<file path="config.mk">
export PLATFORM = sky130hd
export DESIGN_NAME = if_prefetch_queue
export DESIGN_NICKNAME = d
export VERILOG_FILES = /design/src/rtl/if_prefetch_queue.sv
export SDC_FILE = /design/constraint.sdc
export NUM_CORES = 1
export LEC_CHECK = 0
export BUFFER_PORTS_ARGS = -buffer_cell sky130_fd_sc_hd__buf_2
export CORE_MARGIN = 2
export CORE_UTILIZATION = 45
export DETAILED_ROUTE_END_ITERATION = 7
export PLACE_DENSITY_LB_ADDON = 0.08
export SETUP_SLACK_MARGIN = 0.3
export SLEW_MARGIN = 10
export SYNTH_ARGS = -nofsm -noshare
export SYNTH_HDL_FRONTEND = slang
export SYNTH_SLANG_ARGS = --single-unit
</file>
<file path="constraint.sdc">
create_clock -name clk -period 12.4 [get_ports clk]
set_input_delay 1.86 -clock clk [delete_from_list [all_inputs] [get_ports clk]]
set_output_delay 1.86 -clock clk [all_outputs]
set_load 0.1 [all_outputs]
</file>
<file path="src/rtl/if_prefetch_queue.sv">
// Instruction-fetch front end: issues sequential fetch PCs to memory, queues in-order
// responses tagged with their PC, and hands {pc,inst} to decode. Redirects flush the queue
// and drain stale in-flight responses through a drop counter.
module if_prefetch_queue #(
  parameter int unsigned      XLEN     = 64,
  parameter int unsigned      INST_W   = 32,
  parameter int unsigned      DEPTH    = 4,
  parameter logic [XLEN-1:0]  PC_START = 'h8000_0000
) (
  input  logic              clk,
  input  logic              rst,
  input  logic              fetch_en,
  input  logic              redirect_valid,
  input  logic [XLEN-1:0]   redirect_pc,
  output logic              req_valid,
  output logic [XLEN-1:0]   req_addr,
  input  logic              req_ready,
  input  logic              rsp_valid,
  input  logic [INST_W-1:0] rsp_inst,
  output logic              out_valid,
  output logic [XLEN-1:0]   out_pc,
  output logic [INST_W-1:0] out_inst,
  input  logic              out_ready
);

  localparam int unsigned CW = $clog2(DEPTH + 1);
  localparam int unsigned PW = $clog2(DEPTH);
  localparam logic [CW:0] DepthW = (CW + 1)'(DEPTH);

  typedef enum logic [0:0] {StIdle, StRun} state_e;

  state_e            state_q, state_d;
  logic [XLEN-1:0]   fetch_pc_q, fetch_pc_d;
  // PC of the next response that will be kept; fetch is sequential, so it tracks fetch_pc
  logic [XLEN-1:0]   rsp_pc_q, rsp_pc_d;
  logic              req_valid_q, req_valid_d;
  logic [CW-1:0]     count_q, count_d;
  logic [CW-1:0]     outstanding_q, outstanding_d;
  logic [CW-1:0]     drop_cnt_q, drop_cnt_d;
  logic [PW-1:0]     wr_ptr_q, wr_ptr_d;
  logic [PW-1:0]     rd_ptr_q, rd_ptr_d;
  logic [XLEN-1:0]   pc_mem_q   [DEPTH];
  logic [INST_W-1:0] inst_mem_q [DEPTH];

  logic req_fire, out_fire, push, pop, credit_ok;

  assign req_fire  = req_valid_q & req_ready;
  assign out_valid = (count_q != '0);
  assign out_fire  = out_valid & out_ready;
  assign push      = rsp_valid & (drop_cnt_q == '0) & ~redirect_valid;
  assign pop       = out_fire & ~redirect_valid;

  assign req_valid = req_valid_q;
  assign req_addr  = fetch_pc_q;
  assign out_pc    = out_valid ? pc_mem_q[rd_ptr_q] : '0;
  assign out_inst  = out_valid ? inst_mem_q[rd_ptr_q] : '0;

  // Next-state for FSM, PCs, credit counters and FIFO pointers
  always_comb begin
    state_d       = state_q;
    fetch_pc_d    = fetch_pc_q;
    rsp_pc_d      = rsp_pc_q;
    drop_cnt_d    = drop_cnt_q;
    count_d       = count_q;
    wr_ptr_d      = wr_ptr_q;
    rd_ptr_d      = rd_ptr_q;
    outstanding_d = outstanding_q + CW'(req_fire) - CW'(rsp_valid);

    unique case (state_q)
      StIdle:  if (fetch_en)  state_d = StRun;
      StRun:   if (!fetch_en) state_d = StIdle;
      default: state_d = StIdle;
    endcase

    if (redirect_valid) begin
      fetch_pc_d = {redirect_pc[XLEN-1:2], 2'b00};
      rsp_pc_d   = {redirect_pc[XLEN-1:2], 2'b00};
      // everything still in flight after this edge belongs to the old stream
      drop_cnt_d = outstanding_d;
      count_d    = '0;
      wr_ptr_d   = '0;
      rd_ptr_d   = '0;
    end else begin
      if (req_fire) fetch_pc_d = fetch_pc_q + XLEN'(4);
      if (push)     rsp_pc_d   = rsp_pc_q + XLEN'(4);
      if (rsp_valid && drop_cnt_q != '0) drop_cnt_d = drop_cnt_q - CW'(1);
      wr_ptr_d = wr_ptr_q + PW'(push);
      rd_ptr_d = rd_ptr_q + PW'(pop);
      count_d  = count_q + CW'(push) - CW'(pop);
    end

    credit_ok   = ({1'b0, count_d} + {1'b0, outstanding_d}) < DepthW;
    // a pending request stays up until accepted unless a redirect retargets it
    req_valid_d = (req_valid_q & ~req_fire & ~redirect_valid) |
                  ((state_d == StRun) & credit_ok);
  end

  // Control and counter state
  always_ff @(posedge clk) begin
    if (rst) begin
      state_q       <= StIdle;
      fetch_pc_q    <= PC_START;
      rsp_pc_q      <= PC_START;
      req_valid_q   <= 1'b0;
      count_q       <= '0;
      outstanding_q <= '0;
      drop_cnt_q    <= '0;
      wr_ptr_q      <= '0;
      rd_ptr_q      <= '0;
    end else begin
      state_q       <= state_d;
      fetch_pc_q    <= fetch_pc_d;
      rsp_pc_q      <= rsp_pc_d;
      req_valid_q   <= req_valid_d;
      count_q       <= count_d;
      outstanding_q <= outstanding_d;
      drop_cnt_q    <= drop_cnt_d;
      wr_ptr_q      <= wr_ptr_d;
      rd_ptr_q      <= rd_ptr_d;
    end
  end

  // FIFO storage; contents are only observed while count is non-zero
  always_ff @(posedge clk) begin
    if (push) begin
      pc_mem_q[wr_ptr_q]   <= rsp_pc_q;
      inst_mem_q[wr_ptr_q] <= rsp_inst;
    end
  end

endmodule

</file>
# Yosys cells after proc, flatten, opt, wreduce, memory -nomap -nowiden

Memory sizes are Yosys's and may differ from the RTL's. A register that Yosys moved wholly into a read port is not among the register bits.
Cells that the tools add are included.

Bitwise gates (word level): 11
Muxes and demuxes: 14
Reduce and logical (&&, ||, !) cells: 8
Order comparisons: 1
$add $sub $neg: 10

Operator list:

| operator                | count |
|---|---|
| $mux W64                | 5 |
| $add A64 B3 Y64 const B | 2 |
| $mux W32                | 1 |
| $mux W3                 | 3 |
| $and A1 B1 Y1           | 8 |
| $add A3 B1 Y3           | 2 |
| $reduce_bool A2 Y1      | 3 |
| $reduce_bool A3 Y1      | 2 |
| $sub A3 B1 Y3           | 2 |
| $add A2 B1 Y2           | 2 |
| $add A3 B3 Y4           | 1 |
| $lt A4 B3 Y1 const B    | 1 |
| $mux W2                 | 2 |
| $logic_not A3 Y1        | 1 |
| $mux W1                 | 3 |
| $sub A3 B1 Y3 const B   | 1 |
| $not A1 Y1              | 2 |
| $reduce_or A2 Y1        | 1 |
| $logic_and A1 B1 Y1     | 1 |
| $or A1 B1 Y1            | 1 |

Register bits after elaboration: 142
Memories: 2
Logic and storage cells: 56
RAM bits: 384
Bits of input ports: 103

Memory list:

| name       | words | bits a word | read ports | clocked after memory_dff | write ports | line | source |
|---|---|---|---|---|---|---|---|
| pc_mem_q   | 4     | 64          | 1          | 1                        | 1           | 42   | `logic [XLEN-1:0] pc_mem_q [DEPTH];` |
| inst_mem_q | 4     | 32          | 1          | 1                        | 1           | 43   | `logic [INST_W-1:0] inst_mem_q [DEPTH];` |

# Depth between registers and ports, before layout

Gate-level depths: netlist of the first run.

Depth in word-level cells: 10
Gate-level depth with buffers: 15
Depth with buffers taken out: 13

# Worst setup path after synthesis of the first run

No wires, ideal clock.

Path kind: input to register
From: in redirect_valid
To: mem inst_mem_q[1][0], enable pin
Stages on the path: 4
Arrival: 12.192 ns
Data required time: 11.590 ns
Library setup time: 0.810 ns
Setup slack: -0.602 ns
Cell sequence: clkbuf_1 > clkbuf_1 > buf_1 > nor4b_1

Longest elaborated chain between the ends: 4

RTL lines:

| what                          | line | source |
|---|---|---|
| start: declaration            | 13   | `input logic redirect_valid,` |
| $not A1 Y1                    | 50   | `assign push = rsp_valid & (drop_cnt_q == '0) & ~redirect_valid;` |
| $and A1 B1 Y1                 | 50   |  |
| $mux W1                       | 125  | `if (push) begin` |
| $mux W1 (implied by the code) | 127  | `inst_mem_q[wr_ptr_q] <= rsp_inst;` |
| end: declaration              | 43   |  |

Every way passes these cells.

==> results of run 1 <==
per-layer routing:
| layer | GRT usage, % | vias to the layer above | share of wire, % | wire length, microns |
|---|---|---|---|---|
| met5 | 0 | - | 0.023 | 13 |
| met4 | 7.349 | 2 | 2.7 | 1562 |
| met3 | 3.318 | 99 | 6.0 | 3433 |
| met2 | 34.63 | 499 | 45 | 25750 |
| met1 | 33.24 | 7277 | 46 | 26560 |
| li1 | - | 6683 | - | - |
through the flow:
stage | utilization [%] | worst slack, ps | power, uW
final | 53.00 | 7368 | 4114
after global routing | 53.00 | 7136 | 4263
after CTS | 53.00 | 7243 | 4156
after detailed placement | 49.48 | 7093 | 2573
after global placement | 49.48 | 7083 | 2565
after floorplan | - | 4151 | 2435
worst min path at each step:
stage / startpoint / end / slack [ps]
2_1_floorplan: rsp_pc_q[63] / pc_mem_q[0][63] / 470
3_3_place_gp: rsp_pc_q[19] / pc_mem_q[2][19] / 530
3_5_place_dp: req_addr[35] / req_addr[35] / 530
4_1_cts: req_addr[30] / req_addr[31] / 550
5_1_grt: rsp_pc_q[21] / pc_mem_q[0][21] / 560
6_report: req_addr[30] / req_addr[31] / 540
cell type report:
type,instances,area share (%)
timing repair buffer,275,5.501
clock inverter,28,0.9152
multi-input combinational,933,29.39
sequential,514,54.42
clock buffer,69,5.743
tap,664,3.215
inverter,56,0.8184
layout by cell type, fill, tap and decap left out, types with 10 or more instances in the layout:
master     instances
mux4_2            94
a311oi_1          24
edfxtp_1         376
o31a_1            20
inv_1             55
a21boi_0          43
nand4_1           47
buf_4             18
and3_1            17
nor2_1            52
clkbuf_16         55
clkinv_2          12
ha_1              10
or3_1             23
clkinv_1          10
and2_1           107
xnor2_1           39
o21bai_1          14
dfxtp_1          136
or4_1             20
and4_1            21
o21ai_0           15
nor3_1            45
nand3_1           64
o21a_1            10
a31oi_1           17
nand2_1           56
o31ai_1           12
xor2_1            26
a21oi_1           53
buf_2            257
nor4_1            24
a211oi_1          13
critical path, cell delays in order (launching register included):
cell	delay, ps
dfxtp_4	680
buf_4	850
mux4_2	370
and2_1	190
buf_2	450
flip-flops by register name (all words and copies together), names as in the netlist:
name,flops
pc_mem_q,248
wr_ptr_q,2
outstanding_q,3
drop_cnt_q,3
count_q,3
req_valid,1
rd_ptr_q,2
rsp_pc_q,62
req_addr,62
inst_mem_q,128
cell families (layout without fill, tap and decap cells):
| family | after synthesis | after routing | share of synthesized area, % |
|---|---|---|---|
| DFF | 514 | 514 | 63.37 |
| other | 1 | 4 | 0.01691 |
| xor gates and xnor gates | 65 | 65 | 2.567 |
| buffers and inverters | 153 | 428 | 2.691 |
| adders and majority gates | 12 | 12 | 0.7447 |
| muxes | 96 | 96 | 9.636 |
| AOI/OAI and AO/OA | 241 | 241 | 7.633 |
| and+or+nand+nor | 515 | 515 | 13.34 |
power by group:
part	internal, uW	total, uW	switching [uW]
registers	1920	2000	73.3
logic	135	537	402
clock network	922	1580	658
synthesized netlist by cell type, drive strengths merged (26+ instances only):
cell      n  area share [%]
nand4    47             1.3
inv      56            0.95
mux4     94             9.5
nor3     46             1.0
xnor2    39             1.5
xor2     26             1.0
a21boi   43             1.5
nand3    64             1.4
dfxtp   138              12
nor2     53            0.90
a21oi    53             1.2
edfxtp  376              51
clkbuf   74             1.3
and2    107             3.0
nor4     27            0.79
nand2    56            0.95
==> flow_summary_export.csv, run 1 <==
group,metric,value,unit
worst_setup_path,rrSetupSlack,8480,ps
clocking,cts_inserted_buffers,54,
clocking,cts_resized,0,
sta,fin_crit,5032,ps
cells_and_area,nNetsFinal,1949,
global_route,grt_max_degree,99,
clocking,postCtsHoldBufs,0,
clocking,clk_pin_slew,60,ps
routing,antenna_left,0,
floorplan,die_area,51080,sq um
routing,drc,0,
worst_setup_path,r2r_end,"rsp_pc_q[57]",
worst_setup_path,path_class,"reg -> out",
sta,slew-limit-headroom,27.24,%
sta,post-route-period-util,40.58,%
sta,rsz0062_at_grt,"no",
floorplan,num_rows,81,
clocking,cts_setup_buffers,0,
synthesis,synthCells,1597,
cells_and_area,fill_cells,4174,
power_and_ir_drop,power.density,159.2,nW/um^2
routing,drt_iter0_markers,1041,
run,cap_violations,0,
synthesis,synth_seq_cells,514,
sta,fin_tns_setup,0,ps
clocking,cts-root-buf,"clkbuf_16",
placement,place.detailed.instances,2442,
worst_setup_path,crit_start,"rd_ptr_q[1]",
sta,hold_ws,542.6,ps
routing,wirelength,57320,microns
cells_and_area,multiInputGateArea,7594,sq um
sta,max_freq,198.7,MHz
synthesis,synth_edf_count,376,
min_path,hold_depth,2,
clocking,cts_buffer_depth,3,
synthesis,async_flop_share,0,%
min_path,hp-class,"reg -> reg",
cells_and_area,seq_area,14060,sq um
sta,fin_skew,17.90,ps
floorplan,core,48750,sq um
clocking,cts_tree,"yes",
placement,place_area,24120,sq um
routing,viasPerCell,5.735,
worst_setup_path,cp-start-kind,"register",
routing,firstDrtPassIters,5,
global_route,antenna_found_initial,2,
global_route,grt_pass1_vias,14230,
synthesis,ys_types,55,
sta,slew_violations,0,
synthesis,syn_area,22180,sq um
worst_setup_path,cp-endpoint,"out_pc[38]",
worst_setup_path,rr_startpoint,"drop_cnt_q[0]",
sta,setup_viol,0,
global_route,grt_overflow_total,0,
cells_and_area,antenna_cells,0,
routing,via_count,14560,
synthesis,synthFlopType,"edfxtp_1",
global_route,grt_first_pass_wirelength,87000,microns
power_and_ir_drop,p_leak,0.008890,uW
status,status,"completed",
worst_setup_path,cp.required,10540,ps
placement,port_buffers,258,
global_route,grtUsageTotal,22.61,%
placement,place.gp.congestion,0.8743,
floorplan,pin_count,265,
sta,tightest_slew,1083,ps
sta,hold_viol,0,
floorplan,die_y,226,microns
synthesis,syn_avg_cell_area,13.89,sq um
power_and_ir_drop,peakVddDrop,0.0001055,V
worst_setup_path,crit_fanout,64,
floorplan,die_w,226,microns
cells_and_area,final_cells,2539,
worst_setup_path,end_kind,"output port",
worst_setup_path,r2r_cells,7,
floorplan,start_util,45.49,%
cells_and_area,syn_to_final_growth,16.51,%
synthesis,synth-seq-area-share,63.37,%
placement,dp_hpwl,37140,microns
cells_and_area,drive_above_1_share,24.96,%
synthesis,yosys_warnings,0,
clocking,cts.sinks,514,
clocking,cts_htree_levels,2,
worst_setup_path,arrival,3170,ps
clocking,clkLatencyLatePin,600,ps
cells_and_area,fin_area,25840,sq um
routing,wl_per_cell,22.58,microns
Power figures use the tool's default switching activity.
==> run 2: changes to the inputs <==
- clock period: 12.4 -> 4.65 ns (I/O delays scaled with it)
==> run 2 against run 1 <==
Hold slack worse by 220 ps. Register-to-register slack worse by 7300 ps. Combinational power rose to 2.7 times the previous value. Global-route usage shrank 0.19 points. Via count grew 0.89%. Wire length about the same.
==> flow_summary_export.csv, run 2 (same netlist as run 1, synthesis figures left out) <==
group,metric,value,unit
status,status,"completed",
clocking,clkLatencyLatePin,600,ps
sta,tightest_slew,986.6,ps
placement,place.gp.congestion,0.9006,
worst_setup_path,cp.required,3950,ps
floorplan,die_w,226,microns
clocking,cts_buffer_depth,3,
floorplan,core,48750,sq um
global_route,grt_first_pass_wirelength,86290,microns
cells_and_area,fill_cells,4154,
power_and_ir_drop,peakVddDrop,0.0002545,V
clocking,cts_tree,"yes",
routing,wirelength,57360,microns
sta,slew-limit-headroom,34.23,%
power_and_ir_drop,p_seq_share,48.7,%
floorplan,start_util,45.49,%
placement,place_area,24250,sq um
run,cap_violations,0,
sta,hold_viol,0,
global_route,grt_max_degree,98,
worst_setup_path,crit_fanout,29,
cells_and_area,fin_area,25960,sq um
worst_setup_path,cpLargestDelayFamily,"buffers and inverters",
cells_and_area,top_register,"pc_mem_q",
worst_setup_path,path_class,"reg -> out",
floorplan,pin_count,265,
power_and_ir_drop,comb_power_share,13.1,%
placement,port_buffers,258,
floorplan,die_y,226,microns
routing,viasPerCell,5.751,
routing,drc,0,
worst_setup_path,end_kind,"output port",
global_route,grtUsageTotal,22.42,%
sta,hold_ws,325.0,ps
worst_setup_path,cp-start-kind,"register",
floorplan,num_rows,81,
sta,setup_viol,0,
worst_setup_path,max_stage_delay,730,ps
clocking,cts_setup_buffers,0,
placement,dp_hpwl,37920,microns
routing,wl_per_cell,22.46,microns
cells_and_area,nNetsFinal,1960,
sta,rsz0062_at_grt,"no",
cells_and_area,antenna_cells,0,
cells_and_area,reg_top3,"pc_mem_q x248, inst_mem_q x128",
power_and_ir_drop,p_switching,3016,uW
clocking,cts_resized,0,
min_path,hp-class,"in -> reg",
sta,slew_violations,0,
cells_and_area,syn_to_final_growth,17.06,%
sta,fin_skew,24.34,ps
clocking,cts_inserted_buffers,53,
worst_setup_path,cp_cell_sequence,"buf_4, mux4_2, and2_1, buf_2",
sta,fin_crit,3560,ps
worst_setup_path,slowest_stage,"dfxtp_4",
routing,antenna_left,0,
sta,setup_slack,1090,ps
cells_and_area,layout_commonest_cell,"edfxtp_1",
clocking,cts-root-buf,"clkbuf_16",
routing,via_count,14690,
global_route,antenna_found_initial,3,
routing,drt_iter0_markers,1080,
placement,place_ws,980.4,ps
cells_and_area,largest_reg_flops,248,
global_route,grt_pass1_vias,14330,
worst_setup_path,arrival,2860,ps
global_route,grt_overflow_total,0,
power_and_ir_drop,clkPwrFrac,38.2,%
routing,firstDrtPassIters,7,
clocking,cts.sinks,514,
floorplan,die_area,51080,sq um
clocking,postCtsHoldBufs,0,
sta,post-route-period-util,76.55,%
power_and_ir_drop,p_int,7920,uW
power_and_ir_drop,p_sw_share,27.58,%
cells_and_area,postLayoutCoreUtil,53.25,%
cells_and_area,drive_above_1_share,25.19,%
clocking,clk_pin_slew,60,ps
clocking,cts_htree_levels,2,
power_and_ir_drop,p_leak,0.008946,uW
worst_setup_path,crit_buf_inv,2,
sta,max_freq,280.9,MHz
power_and_ir_drop,power.density,421.3,nW/um^2
cells_and_area,final_cell_mix,"edfxtp_1 (376), buf_2 (257), dfxtp_1 (136)",
-- run 2: cell count changes in the layout (fill, tap and decap cells not counted), sizes merged --
| cell | previous run | this run |
|---|---|---|
| buf | 275 | 287 |
| clkbuf | 69 | 61 |
| clkinv | 22 | 30 |
| clkinvlp | 2 | 4 |
| bufinv | 4 | 5 |
-- run 2: final timing paths --
| path | start | endpoint | slack [ps] | depth (start not counted) |
|---|---|---|---|---|
| worst max-delay path | rd_ptr_q[0] | out_inst[5] | 1090 | 4 |
| worst min-delay path | rsp_inst[10] | inst_mem_q[1][10] | 330 | 1 |
| worst max register to register | rsp_pc_q[3] | rsp_pc_q[58] | 1140 | 6 |
| worst min register to register | req_addr[35] | req_addr[35] | 550 | 2 |
-- run 2: stage by stage --
step	TNS [ps]	instances	power (uW)
6_report	0	2554	10940
5_1_grt	0	2554	11330
4_1_cts	0	2554	11050
3_5_place_dp	0	2454	6867
3_3_place_gp	0	2454	6842
2_1_floorplan	-8411	1600	6490
-- run 2: power by group through the flow --
| stage | combinational [uW] | sequential, uW | clock (uW) |
|---|---|---|---|
| 2_1_floorplan | 849 | 5640 | 0 |
| 3_3_place_gp | 1440 | 5410 | 0 |
| 3_5_place_dp | 1450 | 5420 | 0 |
| 4_1_cts | 1450 | 5320 | 4270 |
| 5_1_grt | 1520 | 5350 | 4460 |
| 6_report | 1440 | 5330 | 4170 |
-- run 2: metal layers --
| layer | wire length [microns] | GRT usage (%) | up-vias |
|---|---|---|---|
| met5 | 0 | 0 | - |
| met4 | 1352 | 6.623 | 0 |
| met3 | 3819 | 3.396 | 96 |
| met2 | 26340 | 35.41 | 528 |
| met1 | 25840 | 32.22 | 7348 |
| li1 | - | - | 6717 |
-- run 2: area by class of cell --
cell class	count	area, sq um	share of cell area (%)
Tap cell	664	830.8	3.200
Multi-Input combinational cell	933	7589	29.23
Timing Repair Buffer	287	1562	6.015
Clock inverter	39	307.8	1.186
Clock buffer	61	1399	5.388
Inverter	56	211.5	0.8145
Sequential cell	514	14060	54.16
